`src/rtl/seg_scan.sv`:
```
// Multiplexed 7-segment display scanner: hex decode, leading-zero blanking, PWM
// brightness and frame-synchronous double buffering of the displayed value.
module seg_scan #(
   parameter int DIGITS     = 4,
   parameter int DIV        = 18,
   parameter bit ACTIVE_LOW = 1'b1
) (
   input  logic                clk,
   input  logic                clr,
   input  logic [4*DIGITS-1:0] data,
   input  logic [DIGITS-1:0]   dp_in,
   input  logic                load,
   input  logic                lz_en,
   input  logic [3:0]          bright,
   output logic [DIGITS-1:0]   an,
   output logic [6:0]          seg,
   output logic                dp,
   output logic                frame
);

   localparam int IW = (DIGITS > 1) ? $clog2(DIGITS) : 1;
   localparam logic [IW-1:0] LAST = IW'(DIGITS - 1);

   localparam logic [DIGITS-1:0] AN_OFF  = {DIGITS{ACTIVE_LOW}};
   localparam logic [6:0]        SEG_OFF = {7{ACTIVE_LOW}};

   // Active-high segment pattern {g,f,e,d,c,b,a} for one hex nibble.
   function automatic logic [6:0] hex7(input logic [3:0] n);
      logic [6:0] s;
      case (n)
         4'h0:    s = 7'b0111111;
         4'h1:    s = 7'b0000110;
         4'h2:    s = 7'b1011011;
         4'h3:    s = 7'b1001111;
         4'h4:    s = 7'b1100110;
         4'h5:    s = 7'b1101101;
         4'h6:    s = 7'b1111101;
         4'h7:    s = 7'b0000111;
         4'h8:    s = 7'b1111111;
         4'h9:    s = 7'b1101111;
         4'hA:    s = 7'b1110111;
         4'hB:    s = 7'b1111100;
         4'hC:    s = 7'b0111001;
         4'hD:    s = 7'b1011110;
         4'hE:    s = 7'b1111001;
         default: s = 7'b1110001;
      endcase
      return s;
   endfunction

   // Bit k set when digit k and every digit above it hold zero; digit 0 is never flagged.
   function automatic logic [DIGITS-1:0] lz_mask(input logic [4*DIGITS-1:0] d);
      logic [DIGITS-1:0] m;
      logic              zero_above;
      m          = '0;
      zero_above = 1'b1;
      for (int k = DIGITS - 1; k > 0; k--) begin
         zero_above = zero_above & (d[4*k +: 4] == 4'h0);
         m[k]       = zero_above;
      end
      return m;
   endfunction

   logic [DIV-1:0]      psc;
   logic [IW-1:0]       idx;
   logic [4*DIGITS-1:0] pend_data;
   logic [4*DIGITS-1:0] shd_data;
   logic [DIGITS-1:0]   pend_dp;
   logic [DIGITS-1:0]   shd_dp;
   logic                tick;
   logic                wrap;

   assign tick = &psc;
   assign wrap = tick & (idx == LAST);

   always_ff @(posedge clk or negedge clr) begin
      if (!clr) begin
         psc       <= '0;
         idx       <= '0;
         pend_data <= '0;
         pend_dp   <= '0;
         shd_data  <= '0;
         shd_dp    <= '0;
      end else begin
         psc <= psc + 1'b1;
         if (tick)
            idx <= (idx == LAST) ? '0 : idx + 1'b1;
         if (load) begin
            pend_data <= data;
            pend_dp   <= dp_in;
         end
         // Nonblocking read gives the pre-edge pending value when load and wrap coincide.
         if (wrap) begin
            shd_data <= pend_data;
            shd_dp   <= pend_dp;
         end
      end
   end

   // ---- stage p0: digit select, blanking and PWM decision ----
   logic [DIGITS-1:0] sel_p0;
   logic [DIGITS-1:0] lz_p0;
   logic [3:0]        nib_p0;
   logic              dpb_p0;
   logic              sup_p0;
   logic              pwm_p0;
   logic              on_p0;

   always_comb begin
      sel_p0 = '0;
      nib_p0 = 4'h0;
      dpb_p0 = 1'b0;
      sup_p0 = 1'b0;
      lz_p0  = lz_mask(shd_data);
      for (int k = 0; k < DIGITS; k++) begin
         if (idx == IW'(k)) begin
            sel_p0[k] = 1'b1;
            nib_p0    = shd_data[4*k +: 4];
            dpb_p0    = shd_dp[k];
            sup_p0    = lz_en & lz_p0[k];
         end
      end
      pwm_p0 = (psc[DIV-1 -: 4] < bright);
      // A suppressed digit stays lit only to show its decimal point.
      on_p0  = pwm_p0 & (~sup_p0 | dpb_p0);
   end

   // ---- stage p1: registered, polarity-adjusted outputs ----
   logic [DIGITS-1:0] an_p1;
   logic [6:0]        seg_p1;
   logic              dp_p1;
   logic              frame_p1;

   always_ff @(posedge clk or negedge clr) begin
      if (!clr) begin
         an_p1    <= AN_OFF;
         seg_p1   <= SEG_OFF;
         dp_p1    <= ACTIVE_LOW;
         frame_p1 <= 1'b0;
      end else begin
         an_p1    <= on_p0 ? (sel_p0 ^ AN_OFF) : AN_OFF;
         seg_p1   <= (on_p0 & ~sup_p0) ? (hex7(nib_p0) ^ SEG_OFF) : SEG_OFF;
         dp_p1    <= (on_p0 & dpb_p0) ^ ACTIVE_LOW;
         frame_p1 <= wrap;
      end
   end

   assign an    = an_p1;
   assign seg   = seg_p1;
   assign dp    = dp_p1;
   assign frame = frame_p1;

endmodule
```
`config.mk`:
```
export PLATFORM = sky130hd
export DESIGN_NAME = seg_scan
export DESIGN_NICKNAME = d
export VERILOG_FILES = /design/src/rtl/seg_scan.sv
export SDC_FILE = /design/constraint.sdc
export NUM_CORES = 1
export LEC_CHECK = 0
export BUFFER_PORTS_ARGS = -buffer_cell sky130_fd_sc_hd__buf_2
export CORE_MARGIN = 3
export CORE_UTILIZATION = 58
export DETAILED_ROUTE_END_ITERATION = 10
export GPL_TIMING_DRIVEN = 1
export PLACE_DENSITY = 0.76
export SYNTH_ARGS = -nofsm -noshare
export SYNTH_HDL_FRONTEND = slang
export SYNTH_SLANG_ARGS = --single-unit
export TNS_END_PERCENT = 10
```
`constraint.sdc`:
```
create_clock -name clk -period 2.6 [get_ports clk]
set_input_delay 0.26 -clock clk [delete_from_list [all_inputs] [get_ports clk]]
set_output_delay 0.26 -clock clk [all_outputs]
set_load 0.1 [all_outputs]
```
After elaboration in Yosys (flattened, before gate mapping)
Memory sizes are Yosys's and may differ from the RTL's.
Cells that the tools add are included.
- bits in registers: 73
- latch bits: 0
- bits in writable memories: 0
- ROM bits: 112
- input port bits: 28
- word-level logic and storage cells: 54
- memories: 1
- $add $sub $neg: 2
- multiply operators: 0
- div/mod/pow operators: 0
- order comparisons: 1
- equal/unequal tests: 3
- shift-type cells: 0
- multiplexer cells: 18
- bitwise logic cells: 14
- reductions and logical operators: 5
- memories (name ; depth ; bits a word ; rd ports ; clocked after memory_dff ; wr ports ; RTL line ; text):
    (no name shown) ; 16 ; 7 ; 1 ; 0 ; 0 ; 30 ; case (n)
- operators with widths (cell ; count):
    $mux 4 ; 5
    $add 18x1->18 const B ; 1
    $reduce_and 18->1 ; 1
    $logic_not 4->1 ; 3
    $mux 1 ; 11
    $and 1x1->1 ; 9
    $mux 7 ; 1
    $not 7->7 ; 1
    $eq 2x2->1 const B ; 2
    $lt 4x4->1 ; 1
    $not 4->4 ; 1
    $add 2x1->2 const B ; 1
    $eq 2x1->1 const B ; 1
    $logic_not 2->1 ; 1
    $mux 2 ; 1
    $not 1->1 ; 2
    $or 1x1->1 ; 1

Depth between registers and ports, before layout
- depth after elaboration: 12
- mapped depth: 11
- depth with buffers taken out: 10

Worst setup path before layout
Ideal clock, no wire load.
- path type: register to register
- start: reg idx[0]
- end: reg seg_p1[3], in the netlist seg[3]
- library setup time: 0.084 ns
- arrival: 2.196 ns
- slack: 0.320 ns
- stages on the path, launching flop included: 11
- clock period less this slack: 2.280 ns
- cells stage by stage: dfrtp_1 -> ha_1 -> buf_6 -> nor2b_1 -> a221oi_1 -> o31ai_1 -> inv_1 -> ha_1 -> mux2i_1 -> mux2_2 -> nand2_1
- word-level cells in the longest chain between the ends: 9
- elaborated cells on any way between the ends: 22
- classes of those cells: 3 x eq/ne; 12 x mux; 5 x bitwise; 1 x reduce/logical; 1 x memory
- RTL lines (element ; RTL line ; text):
    start: declaration ; 65 ; logic [IW-1:0] idx;
    start signal: assignment ; 87 ; idx <= (idx == LAST) ? '0 : idx + 1'b1;
    parallel branches: the longest is 8 deep, another holds $mem_v2 16x7 ; -- ;
    $mux 7 * ; 142 ; seg_p1 <= (on_p0 & ~sup_p0) ? (hex7(nib_p0) ^ SEG_OFF) : SEG_OFF;
    end signal: assignment ; 142 ;
    end: declaration ; 130 ; logic [6:0] seg_p1;
Every way passes the cells marked *.
A chain may end at the register's enable or synchronous reset.

Worst setup path after layout
- start: reg idx[1]
- end: reg seg_p1[3], in the netlist seg[3]
Same word-level chain as after synthesis.

==> reports/metrics.yaml <==
mostFrequentLayoutCell: "dfrtp_1"
synthMuxAreaShare: 0.176
min_period_over_period: 0.914
cts_buffer_depth: 2
drc_errors: 0
cp.required_ps: 2880
postLayoutCellArea_um2: 3970
hold_viol_final: 0
top_layer_used: "met4"
dp_hpwl_um: 4240
min_path_type: "input pin to register"
async_flop_share: 1.00
final_cell_count_no_fill: 386
synthFlopType: "dfrtp_1"
fp-row-count: 27
syn-num-nets: 301
netlist_instances: 259
synthTopCellsByArea: "dfrtp_1 (44%), dfstp_2 (9.1%), mux2_4 (8.6%)"
drive_gt1_frac: 0.404
clock_sinks: 73
met3_length_um: 273
dieHeight_um: 83.4
p_total_mw: 2.25
htreeDepth: 3
yosysUniqueCellTypes: 48
post_cts_resized: 0
drv_slew: 0
synth_top_area_cell: "dfrtp_1"
synth_top_family_by_area: "multiplexers"
n_antenna_cell: 0
io_buffer_count: 40
die_w_um: 83.4
critPathMaxFanout: 10
dr.pass1.iters: 4
io_pins: 41
worstSetupPathType: "register to register"
cap_violations: 0
setup_slack_ps: 223
antenna_found_initial: 0
synth-edff-count: 0
worstMarginPinSlew_ps: 735
outcome: "finished, final reports clean"
cp-start-kind: "register"
grt_pass1_wl_um: 10200
cts_root_buffer: "clkbuf_8"
crit_chain: "inv_1 -> ha_1 -> nor2b_1 -> a221oi_1 -> o31ai_1 -> buf_4 -> inv_1 -> ha_1 -> mux2i_1 -> mux2_2 -> nand2_1"
fin_tns_setup_ps: 0
critPathMaxStageDelay_ps: 420
powerDensity_nw_per_um2: 566
overflow: 0
synth_compound_area_frac: 0.0591
core_um2: 5640
fin_util: 0.704
timing.final.crit_period_ps: 2380
post_dp_cell_area_um2: 3750
rsz0062_at_grt: "false"
postCtsSetupBuffers: 0
hold-worst-slack_ps: 154
syn-cell-area_um2: 3470
met2WireLength_um: 2670
vias: 2128
dieArea_um2: 6960
drt-met1-wl_um: 2840
fmax_ghz: 0.421
area_growth_pct: 14.3
synth_xor_area_frac: 0.0429
syn_area_per_cell_um2: 13.4
finalWirelength_um: 5930
setup_violations: 0
ys_ff_latch: 73
drt-initial-drc-count: 85
power_leakage_nw: 1.85
grtUsageTotal: 0.184
grt_pass1_vias: 2163
clock_latency_ps: 340
initial_core_util: 0.616
placed_cells: 369
clkTransAtPathRegs_ps: 80
yosys_warnings: 0
tritoncts: "built"
critPathSlowestCell: "dfrtp_1"
ant_nets: 0
via_per_inst: 5.51
fin_nets: 351
numCtsBuffers: 9
drt-wirelength-per-cell_um: 15.4
pre_cts_slack_ps: 289
grt_max_degree: 41
worstPathArrival_ps: 2660
finalWeightedCongestion: 0.926
yosys.area.top_type_share: 0.439
ir_worst_vdd_mv: 0.433
yosys.area_share.simple: 0.108
fin_worst_skew_ps: 10.3
cp-end-kind: "register"
seq_area_frac_synth: 0.530
relSlewSlack: 0.510
synthAdderAreaFrac: 0.0504
final_cell_mix: "dfrtp_1 (61), buf_2 (40), mux2_2 (24)"
-- registers in the layout, indices dropped and copies added, names as in the netlist --
register,flops
pend_dp,4
psc,18
pend_data,16
idx,2
frame,1
seg,7
shd_dp,4
dp,1
shd_data,16
an,4
-- worst max-delay path: cells and delay by family, from the launching register on --
kind,cells,cell delay (ps)
compound gates,2,400
fa+ha+maj,2,580
buf+inv,3,370
flops,1,420
mux,2,360
simple gates,2,190
-- cell usage after synthesis, drive strengths merged, types with 2 or more instances --
| library cell | count |
|---|---|
| dfrtp | 61 |
| mux2 | 44 |
| nand2 | 19 |
| ha | 14 |
| xnor2 | 13 |
| dfstp | 12 |
| inv | 12 |
| nor2 | 7 |
| buf | 6 |
| nand3 | 6 |
| o221ai | 6 |
| nand4 | 5 |
| nor2b | 5 |
| and4 | 4 |
| mux2i | 4 |
| nand3b | 4 |
| nor4 | 4 |
| xor2 | 4 |
| a21oi | 3 |
| nor3b | 3 |
| a221oi | 2 |
| a22oi | 2 |
| a311oi | 2 |
| and2 | 2 |
| and3 | 2 |
| clkbuf | 2 |
| nand2b | 2 |
| o21ai | 2 |
-- where the power goes --
group          leakage (nW)  total [mW]  internal [mW]  switching (mW)
combinational         0.836       0.119         0.0526          0.0667
clock                0.0995       0.939          0.539           0.399
sequential            0.917        1.19           1.17          0.0175
-- cells by family after synthesis --
| family | after synthesis |
|---|---|
| DFF | 73 |
| AOI/OAI and AO/OA | 22 |
| muxes | 48 |
| xor gates and xnor gates | 17 |
| and+or+nand+nor | 65 |
| buffers and inverters | 20 |
| adders and majority gates | 14 |
-- metal layers --
layer | vias up | GRT usage
li1 | 1016 | -
met1 | 1042 | 0.254
met2 | 57 | 0.276
met3 | 13 | 0.0437
met4 | 0 | 0.0877
met5 | - | 0
-- area by class of cell --
| class | instances | area, µm² |
|---|---|---|
| Clock buffer | 11 | 131 |
| Clock inverter | 5 | 80.1 |
| Fill cell | 408 | 1670 |
| Inverter | 12 | 45.0 |
| Multi-Input combinational cell | 166 | 1520 |
| Sequential cell | 73 | 1840 |
| Tap cell | 72 | 90.1 |
| Timing Repair Buffer | 47 | 268 |
-- repair_timing --
action,in CTS,in global routing
hold endpoints to repair,2,0
endpoints found under the setup margin,0,0
hold buffers,1,0
-- path summary, 6_finish.rpt --
check,start,to,slack [ps],cells after the start
max,idx[1],seg[3],220,11
min,data[6],pend_data[6],150,2
max reg2reg,idx[1],seg[3],220,11
min reg2reg,psc[0],psc[0],450,1
max in group asynchronous,clr,shd_data[5],1420,3
min in group asynchronous,clr,psc[14],520,2
(Power assumes the default switching activity.)
